### config.mk
export PLATFORM = sky130hd
export DESIGN_NAME = threads_mask_sequencer
export DESIGN_NICKNAME = d
export VERILOG_FILES = /design/src/rtl/threads_mask_pkg.sv /design/src/rtl/threads_mask_group_calc.sv /design/src/rtl/threads_mask_sequencer.sv
export SDC_FILE = /design/constraint.sdc
export NUM_CORES = 1
export LEC_CHECK = 0
export BUFFER_PORTS_ARGS = -buffer_cell sky130_fd_sc_hd__buf_2
export CORE_MARGIN = 5
export CORE_UTILIZATION = 46
export CTS_BUF_LIST = sky130_fd_sc_hd__clkbuf_16
export CTS_CLUSTER_DIAMETER = 40
export DETAILED_ROUTE_END_ITERATION = 12
export PLACE_DENSITY = 0.76
export SYNTH_ARGS = -nofsm -noshare
export SYNTH_HDL_FRONTEND = slang
export SYNTH_SLANG_ARGS = --single-unit
### constraint.sdc
create_clock -name clk -period 2.3 [get_ports clk]
set_input_delay 0.23 -clock clk [delete_from_list [all_inputs] [get_ports clk]]
set_output_delay 0.23 -clock clk [all_outputs]
set_load 0.005 [all_outputs]
### src/rtl/threads_mask_pkg.sv
// Shared definitions for the warp threads_mask sequencer and its helpers.
//   - issue-width encodings, pass-mask constants, thread/group counts
//   - helper functions for selecting the current group from a pending vector
package threads_mask_pkg;

    localparam int unsigned THREADS   = 8;
    localparam int unsigned GROUPS    = 4;
    localparam int unsigned MASK_W    = 4;
    localparam int unsigned GRP_IDX_W = 2;
    localparam int unsigned WIDTH_W   = 2;

    // Issue width; 2'b11 is reserved and handled as QUARTER.
    typedef enum logic [WIDTH_W-1:0] {
        WIDTH_FULL    = 2'b00,
        WIDTH_HALF    = 2'b01,
        WIDTH_QUARTER = 2'b10
    } width_e;

    // Pass-mask encodings seen by the lane-side decoder.
    localparam logic [MASK_W-1:0] MASK_FULL     = 4'b0000;
    localparam logic [MASK_W-1:0] MASK_HALF_LO  = 4'b1000;
    localparam logic [MASK_W-1:0] MASK_HALF_HI  = 4'b1010;
    localparam logic [1:0]        MASK_QTR_BASE = 2'b11;

    // Sequencer control states.
    typedef enum logic {
        ST_IDLE  = 1'b0,
        ST_ISSUE = 1'b1
    } state_e;

    // Index of the lowest pending group (0 when nothing is pending).
    function automatic logic [GRP_IDX_W-1:0] lowest_group(input logic [GROUPS-1:0] pend);
        logic [GRP_IDX_W-1:0] idx;
        casez (pend)
            4'b???1: idx = 2'd0;
            4'b??10: idx = 2'd1;
            4'b?100: idx = 2'd2;
            default: idx = 2'd3;
        endcase
        return idx;
    endfunction

    // True when exactly one group is pending, i.e. the current beat is the last.
    function automatic logic single_group(input logic [GROUPS-1:0] pend);
        return (pend != '0) && ((pend & (pend - GROUPS'(1))) == '0);
    endfunction

endpackage

### src/rtl/threads_mask_group_calc.sv
// Combinational group calculator, shared with the lane-side decoder's checker.
// Ports:
//   en    [7:0] per-thread enable, bit i = thread i
//   width [1:0] issue width (2'b11 behaves as QUARTER)
//   grp   [1:0] group index whose pass mask is requested
//   pend  [3:0] groups holding at least one enabled thread for this width
//   mask  [3:0] pass-mask encoding for (width, grp)
module threads_mask_group_calc
    import threads_mask_pkg::*;
(
    input  logic [THREADS-1:0]   en,
    input  logic [WIDTH_W-1:0]   width,
    input  logic [GRP_IDX_W-1:0] grp,
    output logic [GROUPS-1:0]    pend,
    output logic [MASK_W-1:0]    mask
);

    // Pending groups: a group with no enabled thread never gets a pass.
    always_comb begin
        pend = '0;
        case (width)
            WIDTH_FULL: begin
                pend[0] = |en;
            end
            WIDTH_HALF: begin
                pend[0] = |en[3:0];
                pend[1] = |en[7:4];
            end
            default: begin
                pend[0] = |en[1:0];
                pend[1] = |en[3:2];
                pend[2] = |en[5:4];
                pend[3] = |en[7:6];
            end
        endcase
    end

    // Mask encoding of one pass; HALF only ever uses groups 0 and 1.
    always_comb begin
        mask = MASK_FULL;
        case (width)
            WIDTH_FULL: mask = MASK_FULL;
            WIDTH_HALF: mask = grp[0] ? MASK_HALF_HI : MASK_HALF_LO;
            default:    mask = {MASK_QTR_BASE, grp};
        endcase
    end

endmodule

### src/rtl/threads_mask_sequencer.sv
// Turns one warp issue request into the ordered stream of threads_mask beats,
// skipping thread groups with no enabled thread.
// Ports:
//   clk, rst          clock, synchronous active-high reset
//   req_valid/ready   request handshake (req_ready is combinational)
//   req_thread_en     per-thread enable, req_width issue width, req_tag opaque tag
//   out_valid/ready   beat handshake
//   out_threads_mask  pass mask, out_last final beat, out_tag owning request tag
//   busy              groups still pending
module threads_mask_sequencer
    import threads_mask_pkg::*;
#(
    parameter int unsigned TAG_W = 4
) (
    input  logic               clk,
    input  logic               rst,
    input  logic               req_valid,
    output logic               req_ready,
    input  logic [7:0]         req_thread_en,
    input  logic [1:0]         req_width,
    input  logic [TAG_W-1:0]   req_tag,
    output logic               out_valid,
    input  logic               out_ready,
    output logic [3:0]         out_threads_mask,
    output logic               out_last,
    output logic [TAG_W-1:0]   out_tag,
    output logic               busy
);

    state_e                 state_q;
    state_e                 state_nxt;
    logic [GROUPS-1:0]      pend_q;
    logic [GROUPS-1:0]      pend_nxt;
    logic [GROUPS-1:0]      calc_pend;
    logic [MASK_W-1:0]      calc_mask;
    logic [WIDTH_W-1:0]     width_q;
    logic [WIDTH_W-1:0]     width_sel;
    logic [GRP_IDX_W-1:0]   grp_nxt;
    logic [TAG_W-1:0]       tag_nxt;
    logic                   fire;
    logic                   accept;

    // A new request may land on the final beat handshake, giving no bubble.
    assign fire      = out_valid && out_ready;
    assign req_ready = (state_q == ST_IDLE) || (fire && out_last);
    assign accept    = req_valid && req_ready;

    // The calculator sees the incoming width on accept, otherwise the held one.
    assign width_sel = accept ? req_width : width_q;
    assign grp_nxt   = lowest_group(pend_nxt);

    threads_mask_group_calc u_group_calc (
        .en    (req_thread_en),
        .width (width_sel),
        .grp   (grp_nxt),
        .pend  (calc_pend),
        .mask  (calc_mask)
    );

    // State register.
    always_ff @(posedge clk) begin
        if (rst) begin
            state_q <= ST_IDLE;
        end else begin
            state_q <= state_nxt;
        end
    end

    // Next pending set, tag and state; zero-enable requests fall back to IDLE.
    always_comb begin
        pend_nxt  = pend_q;
        tag_nxt   = out_tag;
        state_nxt = state_q;
        if (accept) begin
            pend_nxt = calc_pend;
            tag_nxt  = req_tag;
        end else if (fire) begin
            pend_nxt = pend_q & (pend_q - GROUPS'(1));
        end
        state_nxt = (pend_nxt != '0) ? ST_ISSUE : ST_IDLE;
    end

    // Datapath and registered beat outputs, all derived from the next pending set
    // so that a stalled beat simply recomputes to the same values.
    always_ff @(posedge clk) begin
        if (rst) begin
            pend_q           <= '0;
            width_q          <= WIDTH_W'(WIDTH_FULL);
            out_valid        <= 1'b0;
            out_threads_mask <= MASK_FULL;
            out_last         <= 1'b0;
            out_tag          <= '0;
            busy             <= 1'b0;
        end else begin
            pend_q           <= pend_nxt;
            width_q          <= width_sel;
            out_valid        <= (state_nxt == ST_ISSUE);
            out_threads_mask <= (state_nxt == ST_ISSUE) ? calc_mask : MASK_FULL;
            out_last         <= single_group(pend_nxt);
            out_tag          <= tag_nxt;
            busy             <= (pend_nxt != '0);
        end
    end

endmodule

==> qor.yml <==
status: "finished clean"
place_ws_ns: 0.5154
rows: 14
critPathKind: "reg -> reg"
hpwl_um: 1416
post_drt_wl_per_cell_um: 15.26
grtUsageTotal_pct: 16.20
insertion_delay_ns: 0.25
syn_avg_cell_area_um2: 9.271
hold_path.class: "in -> reg"
vias: 704
clk_pin_slew_ns: 0.05
grt.overflow.total: 0
portBuffers: 29
start_kind: "flip-flop"
fin_util_pct: 63.56
netlist_instances: 83
ys_seq_area_share_pct: 41.63
seqPwrFrac_pct: 37.3
routed_wl_um: 1953
antenna_found_initial: 0
post-cts-setup-buffers: 0
slew_violations: 0
final.period_utilization_pct: 80.95
grt_pass1_vias: 712
numCtsBuffers: 3
synth_largest_area_cell: "dfxtp_1"
ant_nets: 0
holdWs_ns: 0.2186
cts.sinks: 16
ios: 30
clock.fmax_mhz: 537.1
syn-num-nets: 101
cts_tree: "done"
ff_latch_area_um2: 320.3
grt_pass1_wl_um: 3249
finalNetCount: 131
clockPowerShare_pct: 40.3
syn-cell-area_um2: 769.5
p_per_area_nw_per_um2: 863.2
final-hold-violation-count: 0
drc: 0
gp_congestion: 0.7785
pwr-share-comb_pct: 22.4
max-vdd-ir-drop_uv: 496.5
dieHeight_um: 50.90
die_w_um: 50.90
synth_cell_types: 34
internal-power_mw: 0.6192
finalSetupTns_ns: 0
critPathRequiredTime_ns: 2.44
drv_cap: 0
synthTopCellsByArea: "dfxtp_1 42%, nand2_1 5.4%, nor2_1 4.4%"
p_sw_mw: 0.2264
grt_max_degree: 16
drt-vias-per-instance: 5.500
arrival_ns: 2.00
die_area_um2: 2591
cp_max_fo: 8
rsz0062_at_grt: "false"
p_leak_nw: 0.4325
setup_violations: 0
dpl_cell_area_um2: 900.9
cts_max_level: 1
fin_crit_ns: 1.862
ctsHoldBuffers: 0
drive_gt1_share_pct: 38.39
fin_skew_ns: 0.001615
swShare_pct: 26.78
synth_top_area_share_pct: 41.63
first_pass_iters: 4
ys_ff_latch: 16
timing.final.ws_setup_ns: 0.4383
cts.repair.resized: 0
fill_cells: 128
drt_iter0_markers: 10
cts_buffer_depth: 2
layoutNonFillerInstCount: 128
syn_to_final_growth_pct: 27.32
cts-root-buf: "clkbuf_16"
worst_slew_pin_slew_ns: 0.3932
design_area_um2: 979.7
core_um2: 1541
multi_input_area_um2: 415.4
dp_cells: 124
start_util_pct: 49.92
finalPower_mw: 0.8457
yosys_warnings: 0
endpoint_kind: "flip-flop"
slew_headroom_pct: 73.03
antenna_cells: 0
[worst max-delay path, stage by stage (launching register included)]
cell and delay (ns):
dfxtp_1 0.36, a21bo_1 0.30, nand2_2 0.21, mux2i_1 0.41, nand3b_1 0.16, a2111oi_2 0.32
[cells in the final DEF, fill, tap and decap left out]
| cell type | netlist | final |
|---|---|---|
| nor2_1 | 9 | 9 |
| nand2_2 | 2 | 2 |
| and2_4 | 2 | 2 |
| mux2i_1 | 2 | 2 |
| nor2_2 | 1 | 1 |
| a21oi_1 | 6 | 6 |
| a21boi_1 | 1 | 1 |
| a31oi_1 | 1 | 1 |
| o21a_1 | 2 | 2 |
| a211oi_1 | 1 | 1 |
| nand3_1 | 1 | 1 |
| o32ai_4 | 1 | 1 |
| nor3_1 | 2 | 2 |
| buf_2 | 0 | 29 |
| mux2_2 | 1 | 1 |
| nand2_1 | 11 | 11 |
| o41ai_1 | 1 | 1 |
| o2111ai_1 | 2 | 2 |
| nand3b_1 | 1 | 1 |
| clkbuf_16 | 0 | 3 |
| and3_2 | 1 | 1 |
| a22oi_1 | 1 | 1 |
| dfxtp_1 | 16 | 16 |
| nand2b_1 | 2 | 2 |
| o31a_1 | 1 | 1 |
| nor4_1 | 1 | 1 |
| a21bo_1 | 1 | 1 |
| a2111oi_2 | 1 | 1 |
| nand2b_2 | 1 | 1 |
| mux2i_4 | 1 | 1 |
| o21ai_1 | 1 | 1 |
| and2_1 | 1 | 1 |
| o21ai_0 | 4 | 4 |
| clkinv_1 | 0 | 1 |
[cell families after synthesis]
logic type      Yosys count  share of synthesized area, %
simple gates             35                         22.77
mux                       4                         6.992
flops                    16                         41.63
buf+inv                   4                         4.390
compound gates           24                         24.23
[power groups by stage]
stage	combinational (mW)	sequential, mW	clock, mW
floorplan	0.134	0.322	0
global placement	0.181	0.319	0
detailed placement	0.185	0.321	0
CTS	0.190	0.315	0.344
global route	0.208	0.318	0.358
finish	0.189	0.316	0.341
[flip-flops by register name (all words and copies together), names as in the netlist]
register / cells
out_tag: 4
out_threads_mask: 4
pend_q: 4
width_q: 2
out_last: 1
out_valid: 1
[synth_stat cells (all sizes together)]
| master | count |
|---|---|
| a21oi | 6 |
| o2111ai | 2 |
| a21boi | 1 |
| and2 | 3 |
| mux2 | 1 |
| a31oi | 1 |
| o41ai | 1 |
| nand3b | 1 |
| a2111oi | 1 |
| a21bo | 1 |
| o32ai | 1 |
| nor3 | 2 |
| a22oi | 1 |
| buf | 3 |
| a211oi | 1 |
| dfxtp | 16 |
| o21a | 2 |
| o21ai | 5 |
| nor4 | 1 |
| and3 | 1 |
| nor2 | 10 |
| mux2i | 3 |
| nand3 | 1 |
| nand2b | 3 |
| nand2 | 13 |
| o31a | 1 |
| clkbuf | 1 |
[layer usage]
metal / vias up / wire, um / GRT usage (%)
li1: 355 / - / -
met2: 17 / 1054 / 29.96
met5: - / 0 / 0
met4: 0 / 16 / 4.681
met3: 2 / 103 / 4.942
met1: 330 / 778 / 17.44
[worst paths after layout]
kind / start / end / slack (ns) / depth (start not counted)
worst min-delay path: req_tag[1] / out_tag[1]$_SDFFE_PP0N_ / 0.22 / 3
worst max register to register: out_valid$_SDFF_PP0_ / out_threads_mask[1]$_SDFF_PP0_ / 0.44 / 5
worst min register to register: out_tag[0]$_SDFFE_PP0N_ / out_tag[0]$_SDFFE_PP0N_ / 0.45 / 2
worst max-delay path: out_valid$_SDFF_PP0_ / out_threads_mask[1]$_SDFF_PP0_ / 0.44 / 5
[final cells by class]
cell class              count  share of cell area, %
clock buffers               3                  7.663
multi-input cells          63                  42.40
flip-flops and latches     16                  32.69
well taps                  16                  2.043
repair buffers             29                  14.81
clock inverters             1                 0.3831
Note: power is estimated with default switching activity, not from simulation.
